--- src/rtl/sdram_sched_pkg.sv ---
// Shared types and defaults for the SDRAM request scheduler.
package sdram_sched_pkg;

    localparam int DEFAULT_DATA_W = 16;

    typedef enum logic [1:0] {
        S_IDLE,
        S_ISSUE,
        S_GAP
    } sched_state_t;

    typedef struct packed {
        logic                      we;
        logic [DEFAULT_DATA_W-1:0] data;
    } sdram_req_t;

endpackage

--- src/rtl/sdram_req_scheduler_fifo.sv ---
// sync_fifo: single-clock FIFO with registered storage, head shown combinationally.
module sync_fifo #(
    parameter int WIDTH = 8,
    parameter int DEPTH = 4
) (
    input  logic                       clk,
    input  logic                       reset_n,
    input  logic                       push,
    input  logic [WIDTH-1:0]           wdata,
    input  logic                       pop,
    output logic [WIDTH-1:0]           rdata,
    output logic                       full,
    output logic                       empty,
    output logic [$clog2(DEPTH+1)-1:0] count
);

    localparam int AW = (DEPTH > 1) ? $clog2(DEPTH) : 1;
    localparam int CW = $clog2(DEPTH + 1);

    logic [WIDTH-1:0] mem [DEPTH];
    logic [AW-1:0]    wr_ptr;
    logic [AW-1:0]    rd_ptr;
    logic             do_push;
    logic             do_pop;

    assign full    = (count == CW'(DEPTH));
    assign empty   = (count == '0);
    assign do_push = push && !full;
    assign do_pop  = pop && !empty;
    assign rdata   = mem[rd_ptr];

    always_ff @(posedge clk) begin
        if (do_push) begin
            mem[wr_ptr] <= wdata;
        end
    end

    always_ff @(posedge clk or negedge reset_n) begin
        if (!reset_n) begin
            wr_ptr <= '0;
            rd_ptr <= '0;
            count  <= '0;
        end else begin
            if (do_push) begin
                wr_ptr <= (wr_ptr == AW'(DEPTH - 1)) ? '0 : wr_ptr + 1'b1;
            end
            if (do_pop) begin
                rd_ptr <= (rd_ptr == AW'(DEPTH - 1)) ? '0 : rd_ptr + 1'b1;
            end
            case ({do_push, do_pop})
                2'b10:   count <= count + 1'b1;
                2'b01:   count <= count - 1'b1;
                default: count <= count;
            endcase
        end
    end

endmodule

--- src/rtl/sdram_req_scheduler.sv ---
// Request FIFO, spaced command issue and in-order read return for sdram_controller.
// Optional SDRAM_SCHED_STATS_EN adds issue/stall statistics counters.
//
// state   | meaning
// S_IDLE  | waiting for a queued request with gap_cnt at 0
// S_ISSUE | one-cycle command on sd_* (head already popped)
// S_GAP   | gap_cnt counting down toward the next allowed issue
module sdram_req_scheduler
    import sdram_sched_pkg::*;
#(
    parameter int DATA_W          = DEFAULT_DATA_W,
    parameter int REQ_DEPTH       = 8,
    parameter int CMD_GAP         = 4,
    parameter int RD_LATENCY      = 3,
    parameter int MAX_OUTSTANDING = 4
) (
    input  logic              clk,
    input  logic              reset_n,
    input  logic              req_valid,
    output logic              req_ready,
    input  logic              req_we,
    input  logic [DATA_W-1:0] req_wdata,
    output logic              rsp_valid,
    input  logic              rsp_ready,
    output logic [DATA_W-1:0] rsp_data,
    output logic              sd_chip_sel,
    output logic              sd_wr_en,
    output logic              sd_rd_en,
    output logic [DATA_W-1:0] sd_data_in,
    input  logic [DATA_W-1:0] sd_data_out,
`ifdef SDRAM_SCHED_STATS_EN
    output logic [31:0]       stat_wr_cnt,
    output logic [31:0]       stat_rd_cnt,
    output logic [31:0]       stat_stall_cnt,
`endif
    output logic              idle
);

    localparam int GAP_W  = (CMD_GAP > 1) ? $clog2(CMD_GAP) : 1;
    localparam int CRD_W  = $clog2(MAX_OUTSTANDING + 1);
    localparam int REQ_CW = $clog2(REQ_DEPTH + 1);
    localparam int RSP_CW = $clog2(MAX_OUTSTANDING + 1);

    typedef struct packed {
        logic              we;
        logic [DATA_W-1:0] data;
    } req_entry_t;

    sched_state_t      state, state_d;
    req_entry_t        req_wentry, req_head;
    logic              req_full, req_empty;
    logic [REQ_CW-1:0] req_count;
    logic              rsp_push, rsp_pop, rsp_full, rsp_empty;
    logic [RSP_CW-1:0] rsp_count;
    logic [GAP_W-1:0]  gap_cnt;
    logic [CRD_W-1:0]  credits;
    logic [RD_LATENCY-1:0] rd_pipe;
    logic              head_blocked, can_issue, issue_now, rd_issue;

    assign req_wentry = '{we: req_we, data: req_wdata};
    assign req_ready  = !req_full;

    sync_fifo #(.WIDTH($bits(req_entry_t)), .DEPTH(REQ_DEPTH)) u_req_fifo (
        .clk     (clk),
        .reset_n (reset_n),
        .push    (req_valid),
        .wdata   (req_wentry),
        .pop     (issue_now),
        .rdata   (req_head),
        .full    (req_full),
        .empty   (req_empty),
        .count   (req_count)
    );

    // Credits bound the response FIFO occupancy, so rsp_full never gates a real push.
    assign rsp_push  = rd_pipe[RD_LATENCY-1] && !rsp_full;
    assign rsp_pop   = rsp_valid && rsp_ready;
    assign rsp_valid = !rsp_empty;

    sync_fifo #(.WIDTH(DATA_W), .DEPTH(MAX_OUTSTANDING)) u_rsp_fifo (
        .clk     (clk),
        .reset_n (reset_n),
        .push    (rsp_push),
        .wdata   (sd_data_out),
        .pop     (rsp_pop),
        .rdata   (rsp_data),
        .full    (rsp_full),
        .empty   (rsp_empty),
        .count   (rsp_count)
    );

    assign head_blocked = !req_empty && !req_head.we && (credits == CRD_W'(MAX_OUTSTANDING));
    assign can_issue    = !req_empty && (gap_cnt == '0) && !head_blocked;
    assign issue_now    = (state_d == S_ISSUE);
    assign rd_issue     = issue_now && !req_head.we;

    always_ff @(posedge clk or negedge reset_n) begin
        if (!reset_n) begin
            state <= S_IDLE;
        end else begin
            state <= state_d;
        end
    end

    always_comb begin
        state_d = state;
        case (state)
            S_IDLE:  if (can_issue) state_d = S_ISSUE;
            S_ISSUE: begin
                if (CMD_GAP > 1)    state_d = S_GAP;
                else if (can_issue) state_d = S_ISSUE;
                else                state_d = S_IDLE;
            end
            S_GAP:   if (gap_cnt == '0) state_d = can_issue ? S_ISSUE : S_IDLE;
            default: state_d = S_IDLE;
        endcase
    end

    // gap_cnt already counts during the ISSUE cycle, giving exactly CMD_GAP between issues.
    always_ff @(posedge clk or negedge reset_n) begin
        if (!reset_n) begin
            gap_cnt     <= '0;
            credits     <= '0;
            rd_pipe     <= '0;
            sd_chip_sel <= 1'b0;
            sd_wr_en    <= 1'b0;
            sd_rd_en    <= 1'b0;
            sd_data_in  <= '0;
        end else begin
            if (issue_now) begin
                gap_cnt <= GAP_W'(CMD_GAP - 1);
            end else if (gap_cnt != '0) begin
                gap_cnt <= gap_cnt - 1'b1;
            end
            case ({rd_issue, rsp_pop})
                2'b10:   credits <= credits + 1'b1;
                2'b01:   credits <= credits - 1'b1;
                default: credits <= credits;
            endcase
            rd_pipe[0] <= sd_rd_en;
            for (int i = 1; i < RD_LATENCY; i++) begin
                rd_pipe[i] <= rd_pipe[i-1];
            end
            sd_chip_sel <= issue_now;
            sd_wr_en    <= issue_now && req_head.we;
            sd_rd_en    <= rd_issue;
            sd_data_in  <= (issue_now && req_head.we) ? req_head.data : '0;
        end
    end

    assign idle = (req_count == '0) && (rd_pipe == '0) && (rsp_count == '0) && (state != S_ISSUE);

`ifdef SDRAM_SCHED_STATS_EN
    always_ff @(posedge clk or negedge reset_n) begin
        if (!reset_n) begin
            stat_wr_cnt    <= '0;
            stat_rd_cnt    <= '0;
            stat_stall_cnt <= '0;
        end else begin
            if (issue_now && req_head.we) stat_wr_cnt <= stat_wr_cnt + 1'b1;
            if (rd_issue)                 stat_rd_cnt <= stat_rd_cnt + 1'b1;
            if (head_blocked && (gap_cnt == '0)) stat_stall_cnt <= stat_stall_cnt + 1'b1;
        end
    end
`endif

endmodule

--- config.mk ---
export PLATFORM = sky130hd
export DESIGN_NAME = sdram_req_scheduler
export DESIGN_NICKNAME = d
export VERILOG_FILES = /design/src/rtl/sdram_sched_pkg.sv /design/src/rtl/sdram_req_scheduler_fifo.sv /design/src/rtl/sdram_req_scheduler.sv
export SDC_FILE = /design/constraint.sdc
export NUM_CORES = 1
export LEC_CHECK = 0
export CORE_MARGIN = 2
export CORE_UTILIZATION = 68
export CTS_CLUSTER_SIZE = 25
export DETAILED_ROUTE_END_ITERATION = 8
export DONT_BUFFER_PORTS = 1
export HOLD_SLACK_MARGIN = 0.05
export PLACE_DENSITY = 0.93
export SLEW_MARGIN = 20
export SYNTH_ARGS = -nofsm -noshare
export SYNTH_HDL_FRONTEND = slang
export SYNTH_SLANG_ARGS = --single-unit
--- constraint.sdc ---
create_clock -name clk -period 4.26 [get_ports clk]
set_input_delay 0.426 -clock clk [delete_from_list [all_inputs] [get_ports clk]]
set_output_delay 0.426 -clock clk [all_outputs]
set_load 0.1 [all_outputs]
==> run_results.csv <==
group,metric,value,unit
timing,fin_worst_skew,0.0218,ns
layout,nets,571,
worst_setup_path,worst-r2r-cell-count,9,
floorplan,die_w,122,um
worst_setup_path,worst_path_dominant_cell_family,"simple AND/OR/NAND/NOR gates",
grt,grtUsageTotal,25.5,%
yosys,synthSimpleGateAreaFrac,3.94,%
worst_setup_path,slowest_delay,0.84,ns
timing,period_minus_slack,3.36,ns
route,dr.pass1.iters,4,
clock_network,ctsLongestPathBuffers,3,
pwr,finalPower,8.39,mW
yosys,synth_seq_cells,246,
grt,grt_antenna_before_repair,1,
worst_setup_path,critical_path.slowest_cell,"sky130_fd_sc_hd__and3_1",
timing,clock.fmax,298,MHz
yosys,synth-warning-count,0,
timing,finalWorstSetupSlack,0.900,ns
timing,timing_max_transition_violations_final,0,
route,wl_per_cell,25.5,um
yosys,synth_top_area_share,63.0,%
yosys,synth.top_cells.by_area,"sky130_fd_sc_hd__edfxtp_1, sky130_fd_sc_hd__dfrtp_1, sky130_fd_sc_hd__mux4_2, sky130_fd_sc_hd__mux2i_1, sky130_fd_sc_hd__ha_1",
yosys,post_synth_xor_area_fraction,1.10,%
yosys,largest_family_of_logic_cells_by_synthesized_area,"multiplexers",
yosys,synthesis.area_per_instance,20.7,um2
yosys,synth-async-reset-ratio,18.7,%
worst_setup_path,worstSetupPathType,"reg -> out",
yosys,synth.mux.area_fraction,15.1,%
timing,final_worst_hold_slack,0.211,ns
placement,pre_cts_ws,1.36,ns
route,detail_route.drc_violations,0,
route,drt_iter0_drc,365,
floorplan,initial_cell_density_of_the_core,69.2,%
clock_network,clock-root-buffer,"sky130_fd_sc_hd__clkbuf_16",
timing,max_slew.worst_pin.slew,0.970,ns
clock_network,numCtsBuffers,24,
job,max_cap_viol_count,0,
timing,final-hold-violation-count,0,
placement,finalWeightedCongestion,0.731,
worst_setup_path,data_required_time_of_the_critical_path,3.83,ns
clock_network,htreeDepth,1,
clock_network,clock_insertion_delay_worst_skew,0.52,ns
grt,grt_max_degree,47,
clock_network,tritoncts,"yes",
yosys,edff_count_synth,200,
worst_setup_path,ordered_cell_list_for_the_critical_path,"or3_1 > nor4b_1 > and3_1",
floorplan,rows,43,
clock_network,cts_sinks,246,
floorplan,floorplan.die.height,122,um
yosys,yosys_most_used_dff,"sky130_fd_sc_hd__edfxtp_1",
floorplan,pin_count,75,
timing,fin_crit_sh,78.9,%
yosys,synth_adder_area_share,2.39,%
worst_setup_path,critical_path_peak_fanout,3,
floorplan,fp.dieArea,0.0150,mm2
grt,global_route_wire_length_before_repair,27700,um
floorplan,placeableCoreArea,0.0138,mm2
yosys,synth-compound-area-share,0.932,%
grt,total_gr_overflow,0,
pwr,power-per-cell-area,767,mW/mm2
yosys,post_synth_instance_area,0.00954,mm2
route,detailroute.via_count,4444,
min_path,hold_depth,2,
timing,slew_headroom,35.3,%
route,antenna_violating_nets_post_route,0,
clock_network,post_cts_resize_count,0,
worst_setup_path,cp.arrival,2.93,ns
worst_setup_path,timing.critical_path.to_type,"output pin",
yosys,synth_top_cell_by_area,"sky130_fd_sc_hd__edfxtp_1",
worst_setup_path,kind_of_start_point_of_the_critical_path,"register",
placement,io_buffer_count,0,
route,postRouteWirelength,18200,um
yosys,netlist-cell-type-count,40,
grt,first_global_vias,4880,
clock_network,cts_setup_buffers,0,
yosys,synth_seq_area_share,75.1,%
run_status,status,"finished, final reports clean",
timing,setup_viol_count_final,0,
pwr,power.ir.vdd_worst,0.516,mV
clock_network,clk_pin_slew,0.06,ns
yosys,synth_fp_nets,514,
placement,post-dp-hpwl,10200,um
layout,drive_gt1_share,24.1,%
worst_setup_path,critical_path.n_buffers_inverters,0,
timing,rsz0062_at_grt,"false",
route,drt-vias-per-instance,6.21,
min_path,holdCritPathClass,"in -> reg",
timing,setup_total_negative_slack,0,ns
yosys,postSynthCellCount,460,
pwr,power.static_leakage,3.87,nW
worst_setup_path,critical_path_depth,3,
layout,layout-area-overhead-vs-synth,14.7,%
-- metrics by stage --
stage | util (%) | instances | area (um2)
final | 79.4 | 716 | 10900
after global routing | 79.4 | 716 | 10900
after CTS | 79.4 | 715 | 10900
after detailed placement | 71.1 | 636 | 9790
after global placement | 71.1 | 636 | 9790
after floorplan | - | 460 | 9540
-- sequential cells by signal (all words and copies together), names as in the netlist --
register,count
credits,3
gap_cnt,2
rd_pipe,3
sd_chip_sel,1
sd_data_in,16
sd_rd_en,1
sd_wr_en,1
state,2
u_req_fifo.count,4
u_req_fifo.mem,136
u_req_fifo.rd_ptr,3
u_req_fifo.wr_ptr,3
u_rsp_fifo.count,3
u_rsp_fifo.mem,64
u_rsp_fifo.rd_ptr,2
u_rsp_fifo.wr_ptr,2
-- worst paths after layout --
path                                startpoint                    to  slack (ns)
setup / recovery           u_rsp_fifo.count[0]                  idle        0.90
hold / removal                       rsp_ready  u_rsp_fifo.rd_ptr[0]        0.21
setup reg to reg           u_rsp_fifo.count[2]   u_rsp_fifo.count[2]        1.39
hold reg to reg                     rd_pipe[1]            rd_pipe[2]        0.39
max in group asynchronous              reset_n  u_req_fifo.rd_ptr[0]        3.53
min in group asynchronous              reset_n        sd_data_in[13]        0.46
-- what timing repair did --
item	CTS	global route
setup endpoints to repair	0	0
hold buffers	35	0
endpoints found under the hold margin	246	0
-- cells by family (layout without fill, tap and decap cells) --
family          count (synthesis)  in the layout
compound gates                 11             11
xor+xnor                       12             12
fa+ha+maj                      17             17
buf+inv                        31            106
flops                         246            246
mux                            80             80
other cells                     0              1
simple gates                   63             63
-- routing by layer --
| metal | vias up | part of all wire (%) | global-route usage [%] |
|---|---|---|---|
| met3 | 33 | 5.4 | 4.88 |
| met2 | 161 | 55 | 45.3 |
| met4 | 0 | 2.2 | 8.98 |
| li1 | 1931 | - | - |
| met5 | - | 0 | 0 |
| met1 | 2319 | 37 | 31.5 |
-- cell usage in the layout (no fill, tap or decap), types with 4 or more instances in the layout --
cell type                       instances
sky130_fd_sc_hd__buf_4                 13
sky130_fd_sc_hd__nor2_4                 9
sky130_fd_sc_hd__clkbuf_16             24
sky130_fd_sc_hd__mux2_2                 5
sky130_fd_sc_hd__inv_1                 13
sky130_fd_sc_hd__nand2_1                9
sky130_fd_sc_hd__mux4_2                49
sky130_fd_sc_hd__nand2b_1               4
sky130_fd_sc_hd__nor2_1                17
sky130_fd_sc_hd__ha_1                  15
sky130_fd_sc_hd__dlygate4sd3_1         34
sky130_fd_sc_hd__edfxtp_1             200
sky130_fd_sc_hd__dfrtp_1               44
sky130_fd_sc_hd__clkinv_2               6
sky130_fd_sc_hd__xor2_1                 9
sky130_fd_sc_hd__and2_1                 5
sky130_fd_sc_hd__nor3_2                 4
sky130_fd_sc_hd__o21ai_0                4
sky130_fd_sc_hd__mux2i_1               23
-- layout make-up --
class	count	area (um2)
multi-input cells	183	2260
clock buffers	28	626
well taps	180	225
fillers	686	2840
diodes	1	2.50
inverters	14	52.6
flip-flops and latches	246	7160
clock inverters	16	149
repair buffers	48	465
-- synthesized netlist by cell type, drive strengths merged, types with 2 or more instances --
library cell and n:
a21oi 2, a41oi 3, and2 5, buf 10, clkbuf 7, dfrtp 46
edfxtp 200, fa 2, ha 15, inv 14, mux2 8, mux2i 23
mux4 49, nand2 9, nand2b 4, nor2 26, nor3 6, nor4 2
o21ai 4, or2 2, xnor2 3, xor2 9
-- power by group --
part,leakage (nW),switching [mW],internal (mW)
registers,2.40,0.676,3.04
clock network,0.374,0.863,1.18
logic,1.09,1.69,0.940
total,3.87,3.23,5.16
No activity file was read; power rests on OpenSTA's default activity.
